===== src/rtl/encoder_step_sequencer.sv =====
// Step-pulse sequencer for the quadrature encoder: turns a (dir, count, period) command into
// a train of one-cycle horario/antihorario requests with abort and completion reporting.
module encoder_step_sequencer #(
  parameter int unsigned CNT_W = 8,
  parameter int unsigned PER_W = 16
) (
  input  logic             clk,
  input  logic             rst_n,
  input  logic             cmd_valid,
  output logic             cmd_ready,
  input  logic             cmd_dir,
  input  logic [CNT_W-1:0] cmd_count,
  input  logic [PER_W-1:0] cmd_period,
  input  logic             abort,
  output logic             horario,
  output logic             antihorario,
  output logic             busy,
  output logic             done,
  output logic             aborted,
  output logic [CNT_W-1:0] steps_done
);

  typedef enum logic [1:0] {StIdle, StPulse, StGap, StDone} state_e;

  state_e             state_q, state_d;
  logic               dir_q, dir_d;
  logic [CNT_W-1:0]   count_q, count_d;
  logic [CNT_W-1:0]   steps_q, steps_d;
  logic [PER_W-1:0]   period_q, period_d;
  logic [PER_W-1:0]   gap_q, gap_d;
  logic               aborted_q, aborted_d;
  logic               horario_q, antihorario_q, busy_q, done_q, cmd_ready_q;
  logic [PER_W-1:0]   gap_load;
  logic               last_pulse;

  // GAP lasts P-1 cycles with P = max(period, 2); counter runs P-2 down to 0.
  always_comb begin
    gap_load = (period_q < PER_W'(2)) ? '0 : period_q - PER_W'(2);
  end

  always_comb begin
    last_pulse = ((steps_q + CNT_W'(1)) == count_q);
  end

  always_comb begin
    state_d   = state_q;
    dir_d     = dir_q;
    count_d   = count_q;
    period_d  = period_q;
    steps_d   = steps_q;
    gap_d     = gap_q;
    aborted_d = aborted_q;
    unique case (state_q)
      StIdle: begin
        if (cmd_valid) begin
          dir_d     = cmd_dir;
          count_d   = cmd_count;
          period_d  = cmd_period;
          steps_d   = '0;
          gap_d     = '0;
          aborted_d = 1'b0;
          state_d   = (cmd_count != '0) ? StPulse : StDone;
        end
      end
      StPulse: begin
        // The pulse driven this cycle always counts, even when aborting.
        steps_d = steps_q + CNT_W'(1);
        if (abort) begin
          aborted_d = 1'b1;
          state_d   = StDone;
        end else if (last_pulse) begin
          state_d = StDone;
        end else begin
          gap_d   = gap_load;
          state_d = StGap;
        end
      end
      StGap: begin
        if (abort) begin
          aborted_d = 1'b1;
          state_d   = StDone;
        end else if (gap_q == '0) begin
          state_d = StPulse;
        end else begin
          gap_d = gap_q - PER_W'(1);
        end
      end
      StDone: begin
        state_d = StIdle;
      end
      default: begin
        state_d = StIdle;
      end
    endcase
  end

  // Outputs are registered alongside the state so they are glitch-free Moore signals.
  always_ff @(posedge clk or negedge rst_n) begin
    if (!rst_n) begin
      state_q       <= StIdle;
      dir_q         <= 1'b0;
      count_q       <= '0;
      period_q      <= '0;
      steps_q       <= '0;
      gap_q         <= '0;
      aborted_q     <= 1'b0;
      horario_q     <= 1'b0;
      antihorario_q <= 1'b0;
      busy_q        <= 1'b0;
      done_q        <= 1'b0;
      cmd_ready_q   <= 1'b1;
    end else begin
      state_q       <= state_d;
      dir_q         <= dir_d;
      count_q       <= count_d;
      period_q      <= period_d;
      steps_q       <= steps_d;
      gap_q         <= gap_d;
      aborted_q     <= aborted_d;
      horario_q     <= (state_d == StPulse) && !dir_d;
      antihorario_q <= (state_d == StPulse) && dir_d;
      busy_q        <= (state_d == StPulse) || (state_d == StGap);
      done_q        <= (state_d == StDone);
      cmd_ready_q   <= (state_d == StIdle);
    end
  end

  assign horario     = horario_q;
  assign antihorario = antihorario_q;
  assign busy        = busy_q;
  assign done        = done_q;
  assign cmd_ready   = cmd_ready_q;
  assign aborted     = aborted_q;
  assign steps_done  = steps_q;

endmodule


===== config.mk =====
export PLATFORM = sky130hd
export DESIGN_NAME = encoder_step_sequencer
export DESIGN_NICKNAME = d
export VERILOG_FILES = /design/src/rtl/encoder_step_sequencer.sv
export SDC_FILE = /design/constraint.sdc
export NUM_CORES = 1
export LEC_CHECK = 0
export BUFFER_PORTS_ARGS = -buffer_cell sky130_fd_sc_hd__buf_2
export CORE_AREA = 2 2 90 92
export CTS_BUF_LIST = sky130_fd_sc_hd__clkbuf_2 sky130_fd_sc_hd__clkbuf_4 sky130_fd_sc_hd__clkbuf_8
export CTS_CLUSTER_SIZE = 8
export DETAILED_ROUTE_END_ITERATION = 8
export DIE_AREA = 0 0 92 94
export PLACE_DENSITY = 0.71
export SLEW_MARGIN = 20
export SYNTH_ARGS = -nofsm -noshare
export SYNTH_HDL_FRONTEND = slang
export SYNTH_SLANG_ARGS = --single-unit

===== constraint.sdc =====
create_clock -name clk -period 2.6 [get_ports clk]
set_input_delay 0.13 -clock clk [delete_from_list [all_inputs] [get_ports clk]]
set_output_delay 0.13 -clock clk [all_outputs]
set_load 0.05 [all_outputs]

Yosys cells after proc, flatten, opt, wreduce, memory -nomap -nowiden
Cells that the tools add are included.
{"block": "word_totals", "register_bits": 57, "elab_cells": 66, "out_inout_bits": 14}
{"block": "classes", "mux": 21, "reduce_logical": 16, "eq_ne": 13, "add_sub_neg": 3, "n_lt_le_gt_ge": 1}
{"operator": "two-way mux 16 bit", "n": 6}
{"operator": "case mux 16 bit (3 select lines)", "n": 1}
{"operator": "logical NOT 16 bit", "n": 1}
{"operator": "less-than comparator 16 x 2 -> 1 bit (second input constant)", "n": 1}
{"operator": "case mux 8 bit (2 select lines)", "n": 1}
{"operator": "subtractor 16 x 1 -> 16 bit (second input constant)", "n": 1}
{"operator": "subtractor 16 x 2 -> 16 bit (second input constant)", "n": 1}
{"operator": "!= test 2 bit (second input constant)", "n": 5}
{"operator": "adder 8 x 1 -> 8 bit (second input constant)", "n": 1}
{"operator": "== test 2 bit (second input constant)", "n": 4}
{"operator": "== test 8 bit", "n": 1}
{"operator": "two-way mux 2 bit", "n": 4}
{"operator": "two-way mux 8 bit", "n": 1}
{"operator": "case mux 2 bit (4 select lines)", "n": 1}
{"operator": "nonzero test 8 bit", "n": 1}
{"operator": "two-way mux 1 bit", "n": 6}
{"operator": "AND reduction 6 bit", "n": 1}
{"operator": "== test 2 x 1 -> 1 bit (second input constant)", "n": 2}
{"operator": "logical NOT 2 bit", "n": 2}
{"operator": "AND reduction 2 bit", "n": 2}
{"operator": "nonzero test 2 bit", "n": 2}
{"operator": "AND reduction 3 bit", "n": 1}
{"operator": "nonzero test 3 bit", "n": 1}
{"operator": "logical AND 1 bit", "n": 2}
{"operator": "other kinds (5)", "n": 5}

Logic depth before layout (Yosys ltp)
Gate-level depths: netlist of the first run.
{"block": "depth", "depth_word": 7, "mapped_depth": 10, "depth_no_buf": 10}

Worst setup path after synthesis of the first run
No wires, ideal clock.
{"block": "synth_path", "kind": "register -> register", "start": "reg steps_q[0], in the netlist steps_done[0]", "end": "reg gap_q[15]", "path_buffers": 1, "t_required_ns": 2.473, "arrival_time_ns": 2.499, "stages_incl_launch_ff": 9, "setup_time_ns": 0.127, "path_slack_ns": -0.026, "path_cell_list": "dfrtp_1 > ha_1 > xor2_1 > nor2_1 > o2111ai_2 > a2111oi_4 > or2_1 > buf_6 > mux2_1"}
{"block": "synth_between", "elab_chain_cells": 4}
{"element": "start, declared", "line_no": "28", "text": "logic [CNT_W-1:0] steps_q, steps_d;"}
{"element": "start signal, assigned", "line_no": "117", "text": "steps_q <= steps_d;"}
{"element": "adder 8 x 1 -> 8 bit", "line_no": "42", "text": "last_pulse = ((steps_q + CNT_W'(1)) == count_q);"}
{"element": "== test 8 bit", "line_no": "42"}
{"element": "!= test 2 bit (no source line)"}
{"element": "AND reduction 6 bit (no source line)"}
{"element": "end signal, assigned", "line_no": "118", "text": "gap_q <= gap_d;"}
{"element": "end, declared", "line_no": "30", "text": "logic [PER_W-1:0] gap_q, gap_d;"}
No other way between the ends.
A chain may end at the register's enable or synchronous reset.

Final worst setup path of the first run
{"block": "layout_path", "start": "reg steps_q[0], in the netlist steps_done[0]", "end": "reg antihorario_q, in the netlist antihorario"}
{"block": "layout_between", "elab_chain_cells": 7}
{"element": "adder 8 x 1 -> 8 bit", "line_no": "42"}
{"element": "== test 8 bit", "line_no": "42"}
{"element": "two-way mux 1 bit", "line_no": "71", "text": "end else if (last_pulse) begin"}
{"element": "two-way mux 1 bit", "line_no": "68", "text": "if (abort) begin"}
{"element": "case mux 2 bit (4 select lines)", "line_no": "53", "text": "unique case (state_q)"}
{"element": "named net state_d[0]", "line_no": "25", "text": "state_e state_q, state_d;"}
{"element": "== test 2 x 1 -> 1 bit", "line_no": "121", "text": "antihorario_q <= (state_d == StPulse) && dir_d;"}
{"element": "logical AND 1 bit", "line_no": "121"}
{"element": "end signal, assigned", "line_no": "121"}
{"element": "end, declared", "line_no": "32", "text": "logic horario_q, antihorario_q, busy_q, done_q, cmd_ready_q;"}
The timed path passes the listed nets, and every way through them passes these cells.

==> metrics.cfg, run 1 <==
[sta]
fmax_mhz = 418
tightestPinTransition_ns = 0.653
fin_crit_sh_pct = 92.1
rsz0062_at_grt = no
finalSetupViolCount = 0
fin_setup_tns_ns = 0
whs_ns = 0.0176
drv_slew = 0
skew_ns = 0.00856
layout_min_cycle_time_ns = 2.39
slew_headroom_pct = 56.2
hold_viol = 0

[grt]
grt_pass1_vias = 2612
antenna_found_initial = 0
grt_max_degree = 40
grt_first_pass_wirelength_um = 13000
track_usage_pct = 19.1
overflow = 0

[final_layout]
nFillCells = 692
num-nets-final = 421
drive_gt1_share_pct = 30.7
diodes = 0
area_growth_pct = 18.1

[worst_hold_path]
hold_class = in2reg

[floorplanning]
die_h_um = 94
coreArea_mm2 = 0.00761
die_area_mm2 = 0.00865
die_w_um = 92
fp-row-count = 32
start_util_pct = 44.6
boundaryPins = 43

[synthesis]
synthesis.nets = 369
synth_area_per_cell_um2 = 10.3
synth_warnings = 0
synthDistinctLibCells = 55
synthCells = 330
ys_seq_area_share_pct = 42.0
ys_ff_latch = 57
synth_edf_count = 0
synth_area_mm2 = 0.00340
synthFlopType = dfrtp_1
synthArstFlopShare_pct = 100

[clock_tree]
cts_buffer_depth = 2
cts_sinks = 57
clk_latency_ns = 0.34
cts-htree-levels = 3
cts.clk_slew.worst_paths_ns = 0.07
cts_setup_buffers = 0
cts_buffers = 9
cts_root_buffer = clkbuf_8
cts_tree = built

[placed_design]
hpwl_um = 5620
gp_congestion = 0.967
io_buffer_count = 42

[setup_path]
end_kind = flip-flop
rrSetupSlack_ns = 0.21
cp_cell_sequence = ha_1, xor2_1, nor2_1, o2111ai_2, a2111oi_4, o22ai_1, o31ai_4, ha_1, nor2b_1
worst_r2r_endpoint = antihorario$_DFF_PN0_
cp-startpoint = steps_done[0]$_DFFE_PN0P_
crit_arrival_ns = 2.66
start_kind = flip-flop
r2r_cells = 9
crit_top_cell = ha_1
crit_end = antihorario$_DFF_PN0_
crit_slowest_cell = dfrtp_2
path_max_fanout = 7
path_class = reg2reg
r2r_start = steps_done[0]$_DFFE_PN0P_
worstPathRequired_ns = 2.86
cpPeakStageDelay_ns = 0.46

[power]
p_seq_share_pct = 30.8
p_sw_w = 0.00239
power_frac_clock_pct = 18.8
pwr-share-comb_pct = 50.4
intPower_w = 0.00305
power_density_mw_per_mm2 = 1360
swShare_pct = 43.9
irDropWorstVdd_mv = 0.816
leakagePower_nw = 1.79

[detailed_routing]
wl_um = 7820
drc_errors = 0
viasPerCell = 5.69
wl_per_cell_um = 16.0
drt-initial-drc-count = 269
vias = 2782
firstDrtPassIters = 5
ant_nets = 0

[outcome]
status = finished, final reports clean

[job]
cap_violations = 0

==> final cells by class <==
type                    instances  area [um^2]  area share, %
multi-input cells             247         1850           46.2
flip-flops and latches         57         1430           35.6
repair buffers                 56          318           7.92
clock buffers                  11          139           3.46
well taps                     102          128           3.18
clock inverters                 5          104           2.59
inverters                      11         41.3           1.03
==> per-layer routing <==
layer  vias to the layer above  part of all wire, %  track usage [%]
li1                       1321                    -                -
met1                      1368                   48             26.7
met2                        83                   46             29.6
met3                        10                  4.7             3.37
met4                         0                  1.4             7.46
met5                         -                    0                0
==> cell usage after synthesis (all sizes together), types with 2 or more instances <==
cell / n / area (um^2)
o31a: 2 / 17.5
xnor2: 11 / 96.3
and2: 6 / 37.5
a22o: 6 / 52.6
a32oi: 2 / 17.5
mux2: 26 / 293
a21o: 3 / 22.5
o41ai: 2 / 17.5
nand2b: 3 / 18.8
o21ai: 25 / 163
nor2b: 4 / 25.0
and3: 2 / 12.5
nand2: 17 / 63.8
ha: 10 / 125
buf: 8 / 73.8
nand3: 6 / 30.0
a31oi: 4 / 25.0
clkbuf: 7 / 26.3
xor2: 14 / 123
or4: 5 / 41.3
nor4: 6 / 58.8
inv: 11 / 41.3
nand3b: 2 / 15.0
a21oi: 16 / 80.1
nor2: 29 / 109
o22ai: 2 / 12.5
dfrtp: 56 / 1400
o31ai: 18 / 140
nor3: 6 / 30.0
a22oi: 5 / 37.5
==> repair_timing <==
action,4_1_cts,5_1_grt
setup endpoints to repair,0,3
hold buffers,1,0
endpoints found under the hold margin,18,0
resized for setup,0,5
==> logic make-up (layout without fill, tap and decap cells) <==
family                   after synthesis  in the layout  synth area share, %
flip-flops                            57             57                 42.0
AO/OA/AOI/OAI                         93             93                 20.3
multiplexers                          27             27                 8.92
buffers and inverters                 26             83                 4.16
AND/OR/NAND/NOR                       92             92                 14.4
adder cells (fa/ha/maj)               10             10                 3.68
XOR/XNOR                              25             25                 6.45
==> critical path: cells and delay by family, from the launching register on <==
kind	cells	cell delay, ns
AO/OA/AOI/OAI	4	0.88
adder cells (fa/ha/maj)	2	0.57
flip-flops	1	0.46
AND/OR/NAND/NOR	2	0.26
XOR/XNOR	1	0.15
==> power groups by stage <==
stage          clock [W]  sequential, W  combinational (W)
2_1_floorplan          0        0.00175            0.00194
3_3_place_gp           0        0.00165            0.00260
4_1_cts          0.00104        0.00166            0.00268
5_1_grt          0.00108        0.00172            0.00302
3_5_place_dp           0        0.00167            0.00265
6_report         0.00103        0.00167            0.00274
==> state kept, by name (all words and copies together), names as in the netlist <==
signal and cells:
gap_q 16, period_q 16, count_q 8, steps_done 8, state_q 2, aborted 1, antihorario 1, busy 1
cmd_ready 1, dir_q 1, done 1, horario 1
==> stage by stage <==
| step | cell area (um^2) | std cells | power [W] | util [%] | setup slack [ns] |
|---|---|---|---|---|---|
| after floorplan | 3400 | 330 | 0.00369 | - | 0.0122 |
| after global placement | 3730 | 472 | 0.00425 | 49.1 | 0.174 |
| after detailed placement | 3730 | 472 | 0.00432 | 49.1 | 0.137 |
| after CTS | 3990 | 489 | 0.00538 | 52.4 | 0.0373 |
| after global routing | 4010 | 489 | 0.00582 | 52.7 | 0.00415 |
| final | 4010 | 489 | 0.00544 | 52.7 | 0.206 |
==> worst min-delay path by stage <==
| stage | start | endpoint | slack, ns | depth (start not counted) |
|---|---|---|---|---|
| after global placement | rst_n | count_q[0]$_DFFE_PN0P_ | 0.09 | 1 |
| after floorplan | rst_n | aborted$_DFFE_PN0P_ | -0.17 | 0 |
| after CTS | cmd_period[14] | period_q[14]$_DFFE_PN0P_ | 0.01 | 2 |
| after global routing | cmd_period[12] | period_q[12]$_DFFE_PN0P_ | 0.02 | 2 |
| after detailed placement | rst_n | count_q[1]$_DFFE_PN0P_ | 0.10 | 1 |
| final | cmd_period[8] | period_q[8]$_DFFE_PN0P_ | 0.02 | 2 |
==> cells in the final DEF, fill, tap and decap left out, drive strengths merged, types with 6 or more instances in the layout <==
master	Yosys	final
dfrtp	56	56
ha	10	10
xor2	14	14
inv	11	11
nor4	6	6
nor2	29	29
a21oi	16	16
clkbuf	7	11
buf	8	55
o31ai	18	18
nand2	17	17
o21ai	25	25
mux2	26	26
xnor2	11	11
nand3	6	6
nor3	6	6
and2	6	6
a22o	6	6
(Power assumes the default switching activity.)
==> run 2, diff against run 1 <==
--- a/config.mk
+++ b/config.mk
@@ -11,7 +11,7 @@
 export CTS_CLUSTER_SIZE = 8
 export DETAILED_ROUTE_END_ITERATION = 8
 export DIE_AREA = 0 0 92 94
-export PLACE_DENSITY = 0.71
+export PLACE_DENSITY = 0.73
 export SLEW_MARGIN = 20
 export SYNTH_ARGS = -nofsm -noshare
 export SYNTH_HDL_FRONTEND = slang
==> constraint.sdc (replaced) <==
create_clock -name clk -period 2 [get_ports clk]
set_input_delay 0.1 -clock clk [delete_from_list [all_inputs] [get_ports clk]]
set_output_delay 0.1 -clock clk [all_outputs]
set_load 0.05 [all_outputs]
==> metrics.cfg, run 2 (same netlist as run 1, synthesis figures left out) <==
[setup_path]
crit_arrival_ns = 2.46  ; -0.20 ns
end_kind = flip-flop
path_class = reg2reg
start_kind = flip-flop
path_max_fanout = 3  ; -4
worstPathRequired_ns = 2.28  ; -0.58 ns

[grt]
grt_first_pass_wirelength_um = 14600  ; +12%
grt_max_degree = 34  ; -15%
antenna_found_initial = 0  ; unchanged
overflow = 0  ; unchanged
track_usage_pct = 21.4  ; +2.3 points
grt_pass1_vias = 3133  ; +20%

[final_layout]
num-nets-final = 494  ; +17%
drive_gt1_share_pct = 45.0  ; +14 points
area_growth_pct = 42.5
diodes = 0  ; unchanged
postLayoutCellArea_mm2 = 0.00484  ; +21%
multiInputGateArea_mm2 = 0.00203  ; +9.8%
seq_area_mm2 = 0.00143  ; +0.35%
final_common_cell = buf_4
reg_top3 = gap_q (16), period_q (16)
final_cell_mix = 59 x buf_4, 51 x dfrtp_1, 42 x buf_2
nFillCells = 635  ; -8.2%
layoutNonFillerInstCount = 562  ; +15%

[placed_design]
io_buffer_count = 42  ; unchanged
hpwl_um = 6110  ; +8.7%
dp_slack_ns = -0.290  ; -0.428 ns
place_area_mm2 = 0.00413  ; +11%
dp_cells = 516  ; +9.3%
gp_congestion = 0.936  ; -3.2%

[detailed_routing]
firstDrtPassIters = 5  ; unchanged
drt-initial-drc-count = 166  ; -38%
wl_um = 8970  ; +15%
wl_per_cell_um = 16.0  ; -0.23%
drc_errors = 0  ; unchanged
vias = 3139  ; +13%
ant_nets = 0  ; unchanged
viasPerCell = 5.59  ; -1.8%

[clock_tree]
cts_root_buffer = clkbuf_8
cts_sinks = 57  ; unchanged
cts.clk_slew.worst_paths_ns = 0.07  ; about the same
cts-htree-levels = 3  ; unchanged
cts_tree = built
clk_latency_ns = 0.35  ; about the same
cts_buffer_depth = 2  ; unchanged
cts_buffers = 9  ; unchanged

[power]
power_density_mw_per_mm2 = 1730  ; +27%
leakagePower_nw = 2.18  ; +21%
total_power_w = 0.00836  ; +54%
irDropWorstVdd_mv = 0.844  ; +3.5%

[floorplanning]
die_area_mm2 = 0.00865  ; unchanged
fp-row-count = 32  ; unchanged
die_w_um = 92  ; unchanged
boundaryPins = 43  ; unchanged
die_h_um = 94  ; unchanged
coreArea_mm2 = 0.00761  ; unchanged
start_util_pct = 44.6  ; unchanged

[job]
cap_violations = 0  ; unchanged

[sta]
fmax_mhz = 459  ; +9.9%
rsz0062_at_grt = yes
finalSetupViolCount = 22  ; +22
tightestPinTransition_ns = 0.595  ; -0.0583 ns
skew_ns = 0.0119  ; +0.00333 ns
drv_slew = 0  ; unchanged
layout_setup_ws_ns = -0.177  ; -0.383 ns
hold_viol = 0  ; unchanged
layout_min_cycle_time_ns = 2.18  ; -0.217 ns
slew_headroom_pct = 60.4  ; +4.2 points
fin_crit_sh_pct = 109  ; +17 points

[outcome]
violations = negative setup slack
status = finished, violations left

[worst_hold_path]
hold_class = in2reg

## run 2: final cells by class
class                      instances  area share, %
clock buffer                      11           2.87
clock inverter                     5           1.66
inverter                          11          0.853
multi-input combinational        247           42.0
tap                              102           2.64
timing repair buffer             129           20.3
sequential                        57           29.6
## run 2: final timing paths
kind,start,endpoint,slack [ns],cells past startpoint
worst min register to register,period_q[0]$_DFFE_PN0P_,period_q[0]$_DFFE_PN0P_,0.53,1
worst max-delay path,steps_done[0]$_DFFE_PN0P_,cmd_ready$_DFF_PN1_,-0.18,9
min in group asynchronous,rst_n,steps_done[5]$_DFFE_PN0P_,0.29,2
worst max register to register,steps_done[0]$_DFFE_PN0P_,cmd_ready$_DFF_PN1_,-0.18,9
max in group asynchronous,rst_n,gap_q[6]$_DFFE_PN0P_,1.12,3
worst min-delay path,cmd_period[9],period_q[9]$_DFFE_PN0P_,0.008,2
## run 2: layer usage
| metal | vias to the layer above | part of all wire [%] | GRT usage [%] |
|---|---|---|---|
| met5 | - | 0 | 0 |
| met4 | 0 | 2.9 | 9.20 |
| met3 | 29 | 4.7 | 3.29 |
| met2 | 115 | 51 | 39.0 |
| met1 | 1532 | 41 | 25.2 |
| li1 | 1463 | - | - |
## run 2: what timing repair did
action | CTS | global route
hold buffers | 21 | 0
endpoints found under the setup margin | 19 | 30
gates cloned | 0 | 1
endpoints found under the hold margin | 43 | 0
gates resized for setup | 20 | 22
pin swaps | 8 | 8
buffers inserted | 6 | 4
## run 2: per-stage QoR
| stage | setup TNS, ns | hold slack [ns] | util [%] |
|---|---|---|---|
| after floorplan | -3.69 | -0.196 | - |
| after global placement | -1.06 | 0.128 | 54.3 |
| after detailed placement | -1.98 | 0.139 | 54.3 |
| after CTS | -0.824 | 0.00112 | 61.6 |
| after global routing | -4.25 | 0.00933 | 63.6 |
| final | -2.23 | 0.00773 | 63.6 |
## run 2: power breakdown
| group | switching (W) | internal [W] | total, W |
|---|---|---|---|
| sequential | 0.000444 | 0.00164 | 0.00209 |
| combinational | 0.00261 | 0.00245 | 0.00507 |
| clock | 0.000485 | 0.000727 | 0.00121 |
| total | 0.00354 | 0.00482 | 0.00836 |
## run 2: critical path, cell delays in order (launching register included)
cell,delay [ns]
dfrtp_2,0.44
ha_4,0.26
xor2_2,0.15
nor2_2,0.10
o2111ai_2,0.13
a2111oi_4,0.40
o22ai_2,0.19
buf_4,0.17
o31a_1,0.10
ha_2,0.17
==> run 3, diff against run 2 <==
==> constraint.sdc (replaced) <==
create_clock -name clk -period 2 [get_ports clk]
set_input_delay 0.1 -clock clk [delete_from_list [all_inputs] [get_ports clk]]
set_output_delay 0.1 -clock clk [all_outputs]
set_load 0.005 [all_outputs]
==> metrics.cfg, run 3 (same netlist as run 1, synthesis figures left out) <==
[outcome]
status = finished, violations left
violations = negative setup slack

[setup_path]
cp_top_family = compound AO/OA/AOI/OAI gates
cp-startpoint = steps_done[1]$_DFFE_PN0P_
cp_cell_sequence = ha_4, xor2_1, nor2_1, o2111ai_2, a2111oi_4, buf_4, or2_4, mux2_4
start_kind = flip-flop
path_max_fanout = 4  ; +1
crit_arrival_ns = 2.41  ; -0.05 ns
end_kind = flip-flop
r2r_start = steps_done[1]$_DFFE_PN0P_
worst-path-buf-inv = 1  ; unchanged
cpPeakStageDelay_ns = 0.43  ; about the same
path_class = reg2reg
crit_slowest_cell = dfrtp_1
worstPathRequired_ns = 2.23  ; -0.05 ns

[floorplanning]
boundaryPins = 43  ; unchanged
coreArea_mm2 = 0.00761  ; unchanged
die_area_mm2 = 0.00865  ; unchanged
die_w_um = 92  ; unchanged
fp-row-count = 32  ; unchanged
start_util_pct = 44.6  ; unchanged
die_h_um = 94  ; unchanged

[grt]
track_usage_pct = 23.8  ; +2.4 points
overflow = 0  ; unchanged
antenna_found_initial = 0  ; unchanged
grt_max_degree = 27  ; -21%
grt_first_pass_wirelength_um = 16300  ; +11%
grt_pass1_vias = 3309  ; +5.6%

[detailed_routing]
ant_nets = 0  ; unchanged
drt-initial-drc-count = 342  ; +110%
wl_per_cell_um = 17.4  ; +8.7%
drc_errors = 0  ; unchanged
viasPerCell = 5.73  ; +2.6%
vias = 3254  ; +3.7%
wl_um = 9860  ; +9.9%
firstDrtPassIters = 5  ; unchanged

[power]
intPower_w = 0.00503  ; +4.3%
swShare_pct = 40.5  ; -1.9 points
irDropWorstVdd_mv = 1.02  ; +21%
leakagePower_nw = 2.23  ; +2.5%
p_seq_share_pct = 25.6  ; +0.7 points
power_density_mw_per_mm2 = 1710  ; -1.1%
power_frac_clock_pct = 16.8  ; +2.3 points
pwr-share-comb_pct = 57.6  ; -3.0 points
p_sw_w = 0.00342  ; -3.5%

[clock_tree]
cts.clk_slew.worst_paths_ns = 0.07  ; about the same
clk_latency_ns = 0.34  ; about the same
cts_root_buffer = clkbuf_8
cts-htree-levels = 3  ; unchanged
cts_buffer_depth = 2  ; unchanged
cts_sinks = 57  ; unchanged
cts_buffers = 9  ; unchanged
cts_tree = built

[placed_design]
hpwl_um = 6140  ; +0.54%
dp_slack_ns = -0.180  ; +0.110 ns
dp_cells = 521  ; +0.97%
gp_congestion = 0.864  ; -7.7%
io_buffer_count = 42  ; unchanged

[sta]
fin_crit_sh_pct = 109  ; +0.21 points
hold_viol = 0  ; unchanged
layout_min_cycle_time_ns = 2.18  ; +0.00417 ns
fmax_mhz = 458  ; -0.19%
drv_slew = 0  ; unchanged
finalSetupViolCount = 22  ; unchanged
skew_ns = 0.00698  ; -0.00491 ns
whs_ns = 0.00956  ; +0.00184 ns
slew_headroom_pct = 61.4  ; +1.1 points
rsz0062_at_grt = yes
layout_setup_ws_ns = -0.182  ; -0.00417 ns
tightestPinTransition_ns = 0.579  ; -0.0161 ns

[final_layout]
seq_area_mm2 = 0.00143  ; about the same
layoutNonFillerInstCount = 568  ; +1.1%
num-nets-final = 500  ; +1.2%
multiInputGateArea_mm2 = 0.00207  ; +1.8%
reg_top3 = gap_q (16), period_q (16)
area_growth_pct = 45.5
fin_util_pct = 65.0  ; +1.3 points
nFillCells = 535  ; -16%
diodes = 0  ; unchanged
final_cell_mix = 68 x buf_4, 52 x dfrtp_1, 42 x buf_2
final_common_cell = buf_4
drive_gt1_share_pct = 47.0  ; +2.0 points

[worst_hold_path]
hold_class = in2reg
min_from = cmd_count[2]

[job]
cap_violations = 0  ; unchanged

[run 3: changes by cell type in the layout (fill, tap and decap cells not counted), moves of 3 or more]
cell,before,now
xor2_2,3,0
clkbuf_8,9,12
buf_4,59,68
xor2_1,11,14
[run 3: area by class of cell]
| class | count | share of cell area [%] |
|---|---|---|
| multi-input combinational | 247 | 41.9 |
| clock inverter | 4 | 1.98 |
| tap | 102 | 2.58 |
| inverter | 11 | 0.836 |
| clock buffer | 12 | 3.34 |
| sequential | 57 | 29.0 |
| timing repair buffer | 135 | 20.3 |
[run 3: final timing paths]
check | endpoint | slack, ns | cells past startpoint
setup / recovery | gap_q[15]$_DFFE_PN0P_ | -0.18 | 8
hold / removal | count_q[2]$_DFFE_PN0P_ | 0.01 | 2
setup reg to reg | gap_q[15]$_DFFE_PN0P_ | -0.18 | 8
hold reg to reg | count_q[1]$_DFFE_PN0P_ | 0.55 | 1
max in group asynchronous | gap_q[0]$_DFFE_PN0P_ | 1.05 | 3
min in group asynchronous | busy$_DFF_PN0_ | 0.28 | 2
[run 3: through the flow]
stage | area, um^2 | total power [W] | TNS, ns
finish | 4940 | 0.00845 | -2.87
global placement | 4170 | 0.00594 | -0.708
global route | 4940 | 0.00894 | -4.53
CTS | 4850 | 0.00807 | -0.766
detailed placement | 4170 | 0.00603 | -1.16
floorplan | 3430 | 0.00461 | -1.62
[run 3: worst reg2reg max path: cells and delay by family, from the launching register on]
family          cells  cell delay [ns]
compound gates      2             0.44
xor+xnor            1             0.14
fa+ha+maj           1             0.27
buf+inv             1             0.20
flops               1             0.43
mux                 1             0.30
simple gates        2             0.29
[run 3: power by group through the flow]
stage	Clock (W)	Sequential [W]	Combinational (W)
final	0.00142	0.00216	0.00486
after global routing	0.00149	0.00221	0.00525
after CTS	0.00142	0.00211	0.00454
after detailed placement	0	0.00207	0.00396
after global placement	0	0.00206	0.00388
after floorplan	0	0.00203	0.00258
[run 3: metal layers]
layer	GRT usage, %	wire length (um)
met3	3.93	438
met4	9.83	248
met5	0	0
met1	30.4	4190
met2	40.3	4980
[run 3: repair_timing]
action | in CTS | in global routing
endpoints found under the setup margin | 22 | 29
setup buffers | 7 | 5
gates resized for setup | 37 | 12
hold endpoints to repair | 41 | 0
pin swaps | 10 | 8
hold buffers | 19 | 0
